File: config.mk
export PLATFORM = sky130hd
export DESIGN_NAME = sram_controller
export DESIGN_NICKNAME = d
export VERILOG_FILES = /design/src/rtl/sram_controller_pkg.sv /design/src/rtl/sram_wait_counter.sv /design/src/rtl/sram_controller.sv
export SDC_FILE = /design/constraint.sdc
export NUM_CORES = 1
export LEC_CHECK = 0
export ABC_CLOCK_PERIOD_IN_PS = 2450
export CORE_MARGIN = 2
export CORE_UTILIZATION = 43
export CTS_CLUSTER_DIAMETER = 30
export DETAILED_ROUTE_END_ITERATION = 10
export HOLD_SLACK_MARGIN = 0.03
export MAX_ROUTING_LAYER = met4
export PLACE_DENSITY = 0.81
export SYNTH_ARGS = -nofsm -noshare
export SYNTH_HDL_FRONTEND = slang
export SYNTH_SLANG_ARGS = --single-unit
File: constraint.sdc
create_clock -name clk -period 2.45 [get_ports clk]
set_input_delay 0.245 -clock clk [delete_from_list [all_inputs] [get_ports clk]]
set_output_delay 0.245 -clock clk [all_outputs]
set_load 0.005 [all_outputs]
File: src/rtl/sram_controller_pkg.sv
// ----------------------------------------------------------------------------
// sram_controller_pkg
// Shared definitions for the SRAM controller slice:
//   - state_t            : access sequencer states
//   - DEFAULT_BASE_ADDR  : byte address that maps onto SRAM word 0
//   - DEFAULT_WAIT_CYCLES: clk cycles spent on each 16-bit half access
//   - DEFAULT_SRAM_AW    : SRAM address width in 16-bit words
//   - is_hi_half()       : true for the states that touch the upper halfword
// ----------------------------------------------------------------------------
package sram_controller_pkg;

    typedef enum logic [2:0] {
        IDLE  = 3'd0,
        RD_LO = 3'd1,
        RD_HI = 3'd2,
        WR_LO = 3'd3,
        WR_HI = 3'd4,
        DONE  = 3'd5
    } state_t;

    localparam logic [31:0] DEFAULT_BASE_ADDR   = 32'd1024;
    localparam int          DEFAULT_WAIT_CYCLES = 3;
    localparam int          DEFAULT_SRAM_AW     = 18;

    function automatic logic is_hi_half(input state_t s);
        return (s == RD_HI) || (s == WR_HI);
    endfunction

endpackage

File: src/rtl/sram_wait_counter.sv
// ----------------------------------------------------------------------------
// sram_wait_counter
// Counts the cycles spent in one half access, 0..WAIT_CYCLES-1, and flags the
// final one. The sequencer clears it on every state change so each half
// starts again from zero.
// Ports:
//   clk          in  clock, rising edge
//   rst          in  synchronous active-high reset
//   i_clear      in  load zero (asserted on the cycle before a state change)
//   i_en         in  advance the count this cycle
//   o_last_cycle out count has reached WAIT_CYCLES-1
// ----------------------------------------------------------------------------
module sram_wait_counter
    import sram_controller_pkg::*;
#(
    parameter int WAIT_CYCLES = DEFAULT_WAIT_CYCLES
) (
    input  logic clk,
    input  logic rst,
    input  logic i_clear,
    input  logic i_en,
    output logic o_last_cycle
);

    localparam int            CW   = (WAIT_CYCLES > 1) ? $clog2(WAIT_CYCLES) : 1;
    localparam logic [CW-1:0] LAST = CW'(WAIT_CYCLES - 1);

    logic [CW-1:0] r_count;

    always_ff @(posedge clk) begin
        if (rst || i_clear) begin
            r_count <= '0;
        end else if (i_en && (r_count != LAST)) begin
            // Saturates at LAST; the sequencer always leaves the state there.
            r_count <= r_count + CW'(1);
        end
    end

    assign o_last_cycle = (r_count == LAST);

endmodule

File: src/rtl/sram_controller.sv
// ----------------------------------------------------------------------------
// sram_controller
// MEM-stage responder that turns each 32-bit load/store into two 16-bit
// accesses (low half first) to an external asynchronous SRAM, each half held
// for WAIT_CYCLES clocks. ready is low while an access is in flight so the
// pipeline freezes on ~ready.
// Ports:
//   clk, rst      clock (rising edge) and synchronous active-high reset
//   rd_en, wr_en  load/store request levels, held while ready=0
//   addr          32-bit byte address (BASE_ADDR maps to SRAM word 0)
//   wr_data       32-bit store data
//   rd_data       32-bit load data, valid when ready=1 after a read
//   ready         1 = idle with no request, or access complete
//   sram_addr     SRAM 16-bit word address
//   sram_dq_in    SRAM data bus, read side
//   sram_dq_out   SRAM data bus, write side
//   sram_dq_oe    1 = drive sram_dq_out (tristate buffer sits above this)
//   sram_we_n     SRAM write strobe, active low
//   sram_oe_n     SRAM output enable, active low
// ----------------------------------------------------------------------------
module sram_controller
    import sram_controller_pkg::*;
#(
    parameter logic [31:0] BASE_ADDR   = DEFAULT_BASE_ADDR,
    parameter int          WAIT_CYCLES = DEFAULT_WAIT_CYCLES,
    parameter int          SRAM_AW     = DEFAULT_SRAM_AW
) (
    input  logic               clk,
    input  logic               rst,
    input  logic               rd_en,
    input  logic               wr_en,
    input  logic [31:0]        addr,
    input  logic [31:0]        wr_data,
    output logic [31:0]        rd_data,
    output logic               ready,
    output logic [SRAM_AW-1:0] sram_addr,
    input  logic [15:0]        sram_dq_in,
    output logic [15:0]        sram_dq_out,
    output logic               sram_dq_oe,
    output logic               sram_we_n,
    output logic               sram_oe_n
);

    state_t               r_state;
    state_t               w_state_next;
    logic [SRAM_AW-2:0]   r_word;
    logic [31:0]          r_wdata;
    logic [15:0]          r_rd_half [2];
    logic                 w_last;
    logic                 w_busy;
    logic                 w_req;
    logic [SRAM_AW:0]     w_off;
    logic                 w_unused_bits;

    assign w_req = rd_en | wr_en;

    // Only the low SRAM_AW+1 bits of the offset survive the word mapping, and
    // those depend only on the low bits of the operands, so the subtraction
    // is done at that width. Higher address bits alias by construction.
    assign w_off         = addr[SRAM_AW:0] - BASE_ADDR[SRAM_AW:0];
    assign w_unused_bits = &{1'b0, addr[31:SRAM_AW+1], w_off[1:0]};

    // ------------------------------------------------------------------
    // Wait-state counter: runs only inside a half access, restarts on
    // every state transition.
    // ------------------------------------------------------------------
    assign w_busy = (r_state == RD_LO) || (r_state == RD_HI) ||
                    (r_state == WR_LO) || (r_state == WR_HI);

    sram_wait_counter #(
        .WAIT_CYCLES (WAIT_CYCLES)
    ) u_wait_counter (
        .clk          (clk),
        .rst          (rst),
        .i_clear      (w_state_next != r_state),
        .i_en         (w_busy),
        .o_last_cycle (w_last)
    );

    // ------------------------------------------------------------------
    // State register and request latches
    // ------------------------------------------------------------------
    always_ff @(posedge clk) begin
        if (rst) begin
            r_state <= IDLE;
            r_word  <= '0;
            r_wdata <= '0;
        end else begin
            r_state <= w_state_next;
            if ((r_state == IDLE) && w_req) begin
                r_word  <= w_off[SRAM_AW:2];
                r_wdata <= wr_data;
            end
        end
    end

    // ------------------------------------------------------------------
    // Next-state logic. A write takes priority when both enables are set.
    // DONE always returns to IDLE, so a request still held is re-served.
    // ------------------------------------------------------------------
    always_comb begin
        w_state_next = r_state;
        case (r_state)
            IDLE: begin
                if (wr_en) begin
                    w_state_next = WR_LO;
                end else if (rd_en) begin
                    w_state_next = RD_LO;
                end
            end
            RD_LO:   if (w_last) w_state_next = RD_HI;
            RD_HI:   if (w_last) w_state_next = DONE;
            WR_LO:   if (w_last) w_state_next = WR_HI;
            WR_HI:   if (w_last) w_state_next = DONE;
            DONE:    w_state_next = IDLE;
            default: w_state_next = IDLE;
        endcase
    end

    // ------------------------------------------------------------------
    // SRAM strobes, decoded from registered state and count only.
    // we_n rises on the last cycle of each write half so address and data
    // are still stable when the SRAM latches on the rising edge of we_n.
    // ------------------------------------------------------------------
    always_comb begin
        sram_oe_n   = 1'b1;
        sram_we_n   = 1'b1;
        sram_dq_oe  = 1'b0;
        sram_dq_out = 16'h0000;
        case (r_state)
            RD_LO, RD_HI: begin
                sram_oe_n = 1'b0;
            end
            WR_LO: begin
                sram_dq_oe  = 1'b1;
                sram_dq_out = r_wdata[15:0];
                sram_we_n   = w_last;
            end
            WR_HI: begin
                sram_dq_oe  = 1'b1;
                sram_dq_out = r_wdata[31:16];
                sram_we_n   = w_last;
            end
            default: begin
                sram_oe_n = 1'b1;
            end
        endcase
    end

    assign sram_addr = {r_word, is_hi_half(r_state)};

    // ------------------------------------------------------------------
    // Read capture: each halfword is sampled on the last cycle of its read
    // half, giving the asynchronous SRAM the full wait window to settle.
    // ------------------------------------------------------------------
    generate
        for (genvar gi = 0; gi < 2; gi++) begin : g_rd_half
            localparam state_t CAP_STATE = (gi == 0) ? RD_LO : RD_HI;

            always_ff @(posedge clk) begin
                if (rst) begin
                    r_rd_half[gi] <= 16'h0000;
                end else if ((r_state == CAP_STATE) && w_last) begin
                    r_rd_half[gi] <= sram_dq_in;
                end
            end
        end
    endgenerate

    assign rd_data = {r_rd_half[1], r_rd_half[0]};
    assign ready   = ((r_state == IDLE) && !w_req) || (r_state == DONE);

endmodule

==> metrics.txt, run 1 <==
total grt overflow=0; Worst-Skew Late Latency=0.34 ns; Worst Setup End Kind=output pin; Leakage Power=0.00191 µW; Int Pwr=2450 µW; CTS tree=built; Yosys Warn Count=0; vias per cell=5.31; f_max=442 MHz; cell taking the most area after synthesis=dfxtp_1; Initial Utilization=44.5%; Critical Path AT=2.02 ns; status=finished, final reports clean; H-tree depth=3; setup TNS=0 ns; # DRC=0; Post-synth top flop=dfxtp_1; max incr delay on CP=0.51 ns; Netlist Area Pre-Place=3660 µm²; fin nets=583; relative slew slack=48.3%; Pins Over Slew Limit=0; max-cap violations=0; drt wl/cell=15.1 µm; DRT met1 WL=3900 µm; delay-heaviest family, CP=buffers and inverters; highest metal used=met4; Slew @ Worst Pin=0.772 ns; PD cells=628 nW/µm²; XOR/XNOR Fraction of Synth Area=0.718%; CP most frequent cell=buf_4; period utilisation layout=92.3%; final instance area=5340 µm²; Final GP Congestion=0.827; adder-cell share of the synthesized area=0.684%; die width=96.2 µm; final WL=9170 µm; Core ar.=8220 µm²; pre-CTS setup slack=0.332 ns; switching pwr=906 µW; initial antenna violation count=0; main combinational cell family by area after synthesis=compound AO/OA/AOI/OAI gates; CP cell instances=buf_4, nor3b_2, buf_4, a22o_1, clkdlybuf4s50_1; clock network power share=29.1%; hold path start=rst; Crit path required time=2.20 ns; synthesis-stage register bit count=86; hold_buf cts=0; Antenna Nets Post-Route=0; IO Port Bufs=138; Post-Syn Area per Cell=9.88 µm²; Post-synth EDFFs=32; clock-pin slew on the worst setup and hold paths=0.09 ns; Seq/Total Area, Yosys=55.8%; worst vdd ir=0.000327 V; routed wl met3=857 µm; Reg2Reg Setup Slack=0.56 ns; num ports=154; Num CTS Buffers=9; async set-or-reset flop fraction in the synthesized netlist=0%; slowest library cell on the worst path=clkdlybuf4s50_1; # rows=33; crit start category=flip-flop; CTS Root Cell=clkbuf_8; largest cells by area after synthesis=dfxtp_1, edfxtp_1, a21oi_1; vias=3,224; mux cell area share after synthesis=0%; pin count of the biggest net entering global routing=42; most frequent cells in the layout=clkdlybuf4s50_1, dfxtp_1, a21oi_1; minimum clock period after layout=2.26 ns; worst hold path class=primary input to flip-flop; post-CTS setup buffers=0; clk_skew=0.0124 ns; Worst Path Class, Setup=flip-flop to output pin; critical path peak fanout=20; cell depth of the worst setup path=5; met2 routed WL=4260 µm; most common cell after layout, fill and taps aside=clkdlybuf4s50_1; Worst R2R End=r_rd_half[0][15]$_SDFFCE_PN0P_; clock sinks=86; Pre-antenna DRT Iters=4; final hold slack=0.269 ns; power share of the sequential group=49.6%; Synth Area in Simple Gates=16.2%; DIE AREA=9260 µm²; Synth Area in Compound Gates=22.5%; Final HPWL DP=6440 µm; CTS Buffer Depth=2; final hold vios=0; vias in the first global route=3,046; Hold Path Sink=r_state[2]$_SDFF_PP0_; post-synth top area share=29.6%; worst setup margin=0.188 ns; Area Growth Syn to Fin=46.0%; initial detailed-routing violation count=174; first-pass GRT wire length=14,200 µm; sw frac=27.0%; combinational share of power=21.3%; Reg2Reg Depth=5; unrepaired setup endpoints after global routing=no; diodes inserted=0; total global-route track usage=20.5%; CP bufs+invs=3; endpoints failing setup=0; worst hold path cell count=2; Cell variety after synth=38; layout cells sized above 1=8.17%; syn_nets=456; cells after synthesis=370; RR Startpoint=u_wait_counter.r_count[0]$_SDFFE_PP0P_; Die Ht=96.2 µm; Post-DP Area=5140 µm²
==> layout make-up <==
type | count | area, µm²
Timing Repair Buffer | 151 | 1470
Multi-Input combinational cell | 245 | 1480
Sequential cell | 86 | 2040
Clock buffer | 9 | 124
Inverter | 4 | 15.0
Fill cell | 680 | 2880
Tap cell | 105 | 131
Clock inverter | 7 | 72.6
==> synthesized netlist by cell type, types with 2 or more instances <==
cell,instances
dfxtp_1,54
a21oi_1,51
o21ai_0,46
nand3_1,40
and2_1,32
clkbuf_1,32
edfxtp_1,32
a22o_1,16
nor2_1,8
a211oi_1,5
a311oi_1,4
inv_1,4
nand2b_1,4
o21bai_1,4
buf_2,3
nor3b_1,3
xnor2_1,3
a2111oi_0,2
ha_1,2
nand4_1,2
nor3_2,2
nor4_1,2
o21ba_2,2
o31ai_1,2
or2_2,2
==> per-layer routing <==
layer	vias to the layer above	GRT usage (%)
met2	139	29.4
met1	1464	27.7
met5	-	-
met4	0	7.98
met3	16	5.09
li1	1605	-
==> repair_timing <==
item	4_1_cts	5_1_grt
hold endpoints to repair	0	0
setup endpoints to repair	0	13
resized for setup	0	1
==> per-stage QoR <==
step           util, %  power, µW  instances
5_1_grt           65.0       3540        607
4_1_cts           65.0       3380        607
6_report          65.0       3350        607
3_5_place_dp      62.6       2410        591
2_1_floorplan        -       2030        370
3_3_place_gp      62.6       2390        591
==> registers in the layout, indices dropped and copies added (netlist names) <==
name	count
r_state	3
r_word	17
u_wait_counter.r_count	2
r_wdata	32
r_rd_half	32
==> cell families (layout without fill, tap and decap cells) <==
logic type | count (synthesis) | count (layout)
fa+ha+maj | 2 | 2
xor+xnor | 3 | 3
simple gates | 103 | 103
flops | 86 | 86
compound gates | 137 | 137
buf+inv | 39 | 171
==> power by group through the flow <==
| stage | clock network (µW) | registers, µW | logic [µW] |
|---|---|---|---|
| final | 978 | 1660 | 714 |
| after global routing | 1080 | 1680 | 789 |
| after CTS | 1000 | 1660 | 718 |
| after detailed placement | 0 | 1690 | 715 |
| after global placement | 0 | 1690 | 699 |
| after floorplan | 0 | 1690 | 339 |
==> worst max path at each step <==
| stage | to | startpoint |
|---|---|---|
| after floorplan | r_rd_half[0][0]$_SDFFCE_PN0P_ | u_wait_counter.r_count[0]$_SDFFE_PP0P_ |
| after global placement | r_word[14]$_SDFFE_PP0P_ | addr[10] |
| after detailed placement | r_word[14]$_SDFFE_PP0P_ | addr[10] |
| after CTS | sram_dq_out[1] | r_state[2]$_SDFF_PP0_ |
| after global routing | sram_dq_out[12] | r_state[2]$_SDFF_PP0_ |
| final | sram_dq_out[1] | r_state[2]$_SDFF_PP0_ |
Power figures use the tool's default switching activity.
==> run 2, diff against run 1 <==
--- a/config.mk
+++ b/config.mk
@@ -12,7 +12,7 @@
 export DETAILED_ROUTE_END_ITERATION = 10
 export HOLD_SLACK_MARGIN = 0.03
 export MAX_ROUTING_LAYER = met4
-export PLACE_DENSITY = 0.81
+export PLACE_DENSITY_LB_ADDON = 0.15
 export SYNTH_ARGS = -nofsm -noshare
 export SYNTH_HDL_FRONTEND = slang
 export SYNTH_SLANG_ARGS = --single-unit
==> metrics.txt, run 2 (same netlist as run 1, synthesis figures left out) <==
Initial Utilization=44.5% (unchanged); vias per cell=5.26 (-0.88%); initial antenna violation count=0 (unchanged); vias=3,201 (-0.71%); status=finished, final reports clean; relative slew slack=45.7% (-2.6 points); Core ar.=8220 µm² (unchanged); DIE AREA=9260 µm² (unchanged); Tot Pwr=3310 µW (-1.3%); Antenna Nets Post-Route=0 (unchanged); post-CTS setup buffers=0 (unchanged); diodes inserted=0 (unchanged); Area Growth Syn to Fin=46.0% (about the same); CP cell instances=inv_1, and3_2, or2_2, clkdlybuf4s50_1; pin count of the biggest net entering global routing=46 (+9.5%); clock-pin slew on the worst setup and hold paths=0.10 ns (about the same); PD cells=620 nW/µm² (-1.3%); first-pass GRT wire length=14,000 µm (-1.2%); total grt overflow=0 (unchanged); minimum clock period after layout=2.29 ns (+0.0252 ns); delay-heaviest family, CP=simple AND/OR/NAND/NOR gates; most common cell after layout, fill and taps aside=clkdlybuf4s50_1; CTS Root Cell=clkbuf_8; die width=96.2 µm (unchanged); max-cap violations=0 (unchanged); most frequent cells in the layout=clkdlybuf4s50_1, dfxtp_1, a21oi_1; top flop regs=r_rd_half: 32 flops, r_wdata: 32 flops, r_word: 17 flops; Pre-antenna DRT Iters=4 (unchanged); Pins Over Slew Limit=0 (unchanged); total global-route track usage=20.2% (-0.30 points); period utilisation layout=93.4% (+1.0 points); worst setup margin=0.163 ns (-0.0252 ns); IO Port Bufs=138 (unchanged); fin nets=584 (+0.17%); Worst-Skew Late Latency=0.34 ns (about the same); endpoints failing setup=0 (unchanged); final WL=9120 µm (-0.59%); unrepaired setup endpoints after global routing=no; Final HPWL DP=6180 µm (-4.0%); clock sinks=86 (unchanged); # rows=33 (unchanged); layout cells sized above 1=8.55% (+0.38 points); vias in the first global route=3,006 (-1.3%); Worst Setup End Kind=output pin; Non-Filler Instances=608 (+0.16%); worst vdd ir=0.000410 V (+25%); final hold vios=0 (unchanged); RR Startpoint=u_wait_counter.r_count[0]$_SDFFE_PP0P_; critical path peak fanout=18 (-10%); drt wl/cell=15.0 µm (-0.75%); worst setup path start=r_state[2]$_SDFF_PP0_; Final GP Congestion=0.754 (-8.8%); Slew @ Worst Pin=0.810 ns (+0.0383 ns); hold path start=rst; CP bufs+invs=2 (-1); CTS tree=built; Num CTS Buffers=9 (unchanged); max incr delay on CP=0.46 ns (-0.05 ns); Crit path required time=2.20 ns (about the same); Critical Path AT=2.04 ns (+0.02 ns); Die Ht=96.2 µm (unchanged); CTS Buffer Depth=2 (unchanged); f_max=437 MHz (-1.1%); # DRC=0 (unchanged); worst hold path class=primary input to flip-flop; crit start category=flip-flop; Worst Path Class, Setup=flip-flop to output pin; pre-CTS setup slack=0.361 ns (+0.0282 ns); final hold slack=0.265 ns (-0.00361 ns); Leakage Power=0.00191 µW (-0.30%); Placed Cells=592 (+0.17%); slowest library cell on the worst path=dfxtp_1; H-tree depth=3 (unchanged); num ports=154 (unchanged); setup TNS=0 ns (unchanged); initial detailed-routing violation count=107 (-39%); clk_skew=0.0119 ns (-0.000476 ns)
==> run 2: changes by cell type in the layout (fill, tap and decap cells not counted), sizes merged <==
cell      before  now
bufinv         1    0
clkinv         3    0
clkinvlp       1    3
inv            6    8
buf           14   15
==> run 2: metrics by stage <==
step / util, % / instance area [µm²]
final: 65.0 / 5340
after global routing: 65.0 / 5340
after floorplan: - / 3660
after detailed placement: 62.7 / 5150
after global placement: 62.7 / 5150
after CTS: 65.0 / 5340
==> run 2: cell type report <==
cell class	count	area [µm²]
fillers	696	2880
flip-flops and latches	86	2040
multi-input cells	245	1480
repair buffers	152	1480
well taps	105	131
clock buffers	9	124
clock inverters	7	62.6
inverters	4	15.0
==> run 2: final timing paths <==
check,cells past startpoint,slack [ns],endpoint
worst max-delay path,4,0.16,sram_dq_oe
worst min-delay path,2,0.27,r_word[14]$_SDFFE_PP0P_
worst max register to register,5,0.52,r_rd_half[0][15]$_SDFFCE_PN0P_
worst min register to register,2,0.48,r_wdata[21]$_SDFFE_PP0P_
==> run 2: where the power goes <==
part	total, µW	switching (µW)	internal, µW
Sequential	1660	57.0	1610
Combinational	709	345	365
Clock	938	549	390
==> run 2: what timing repair did <==
| item | 4_1_cts | 5_1_grt |
|---|---|---|
| setup endpoints to repair | 2 | 0 |
| gates resized for setup | 1 | 0 |
| hold buffers | 0 | 0 |
==> run 2: per-layer routing <==
layer  vias up  part of all wire, %  GRT usage, %
met2       104                   46          31.5
met4         0                  1.1          6.67
met1      1478                   45          25.2
met3         7                  7.9          5.64
met5         -                    0             -
li1       1612                    -             -
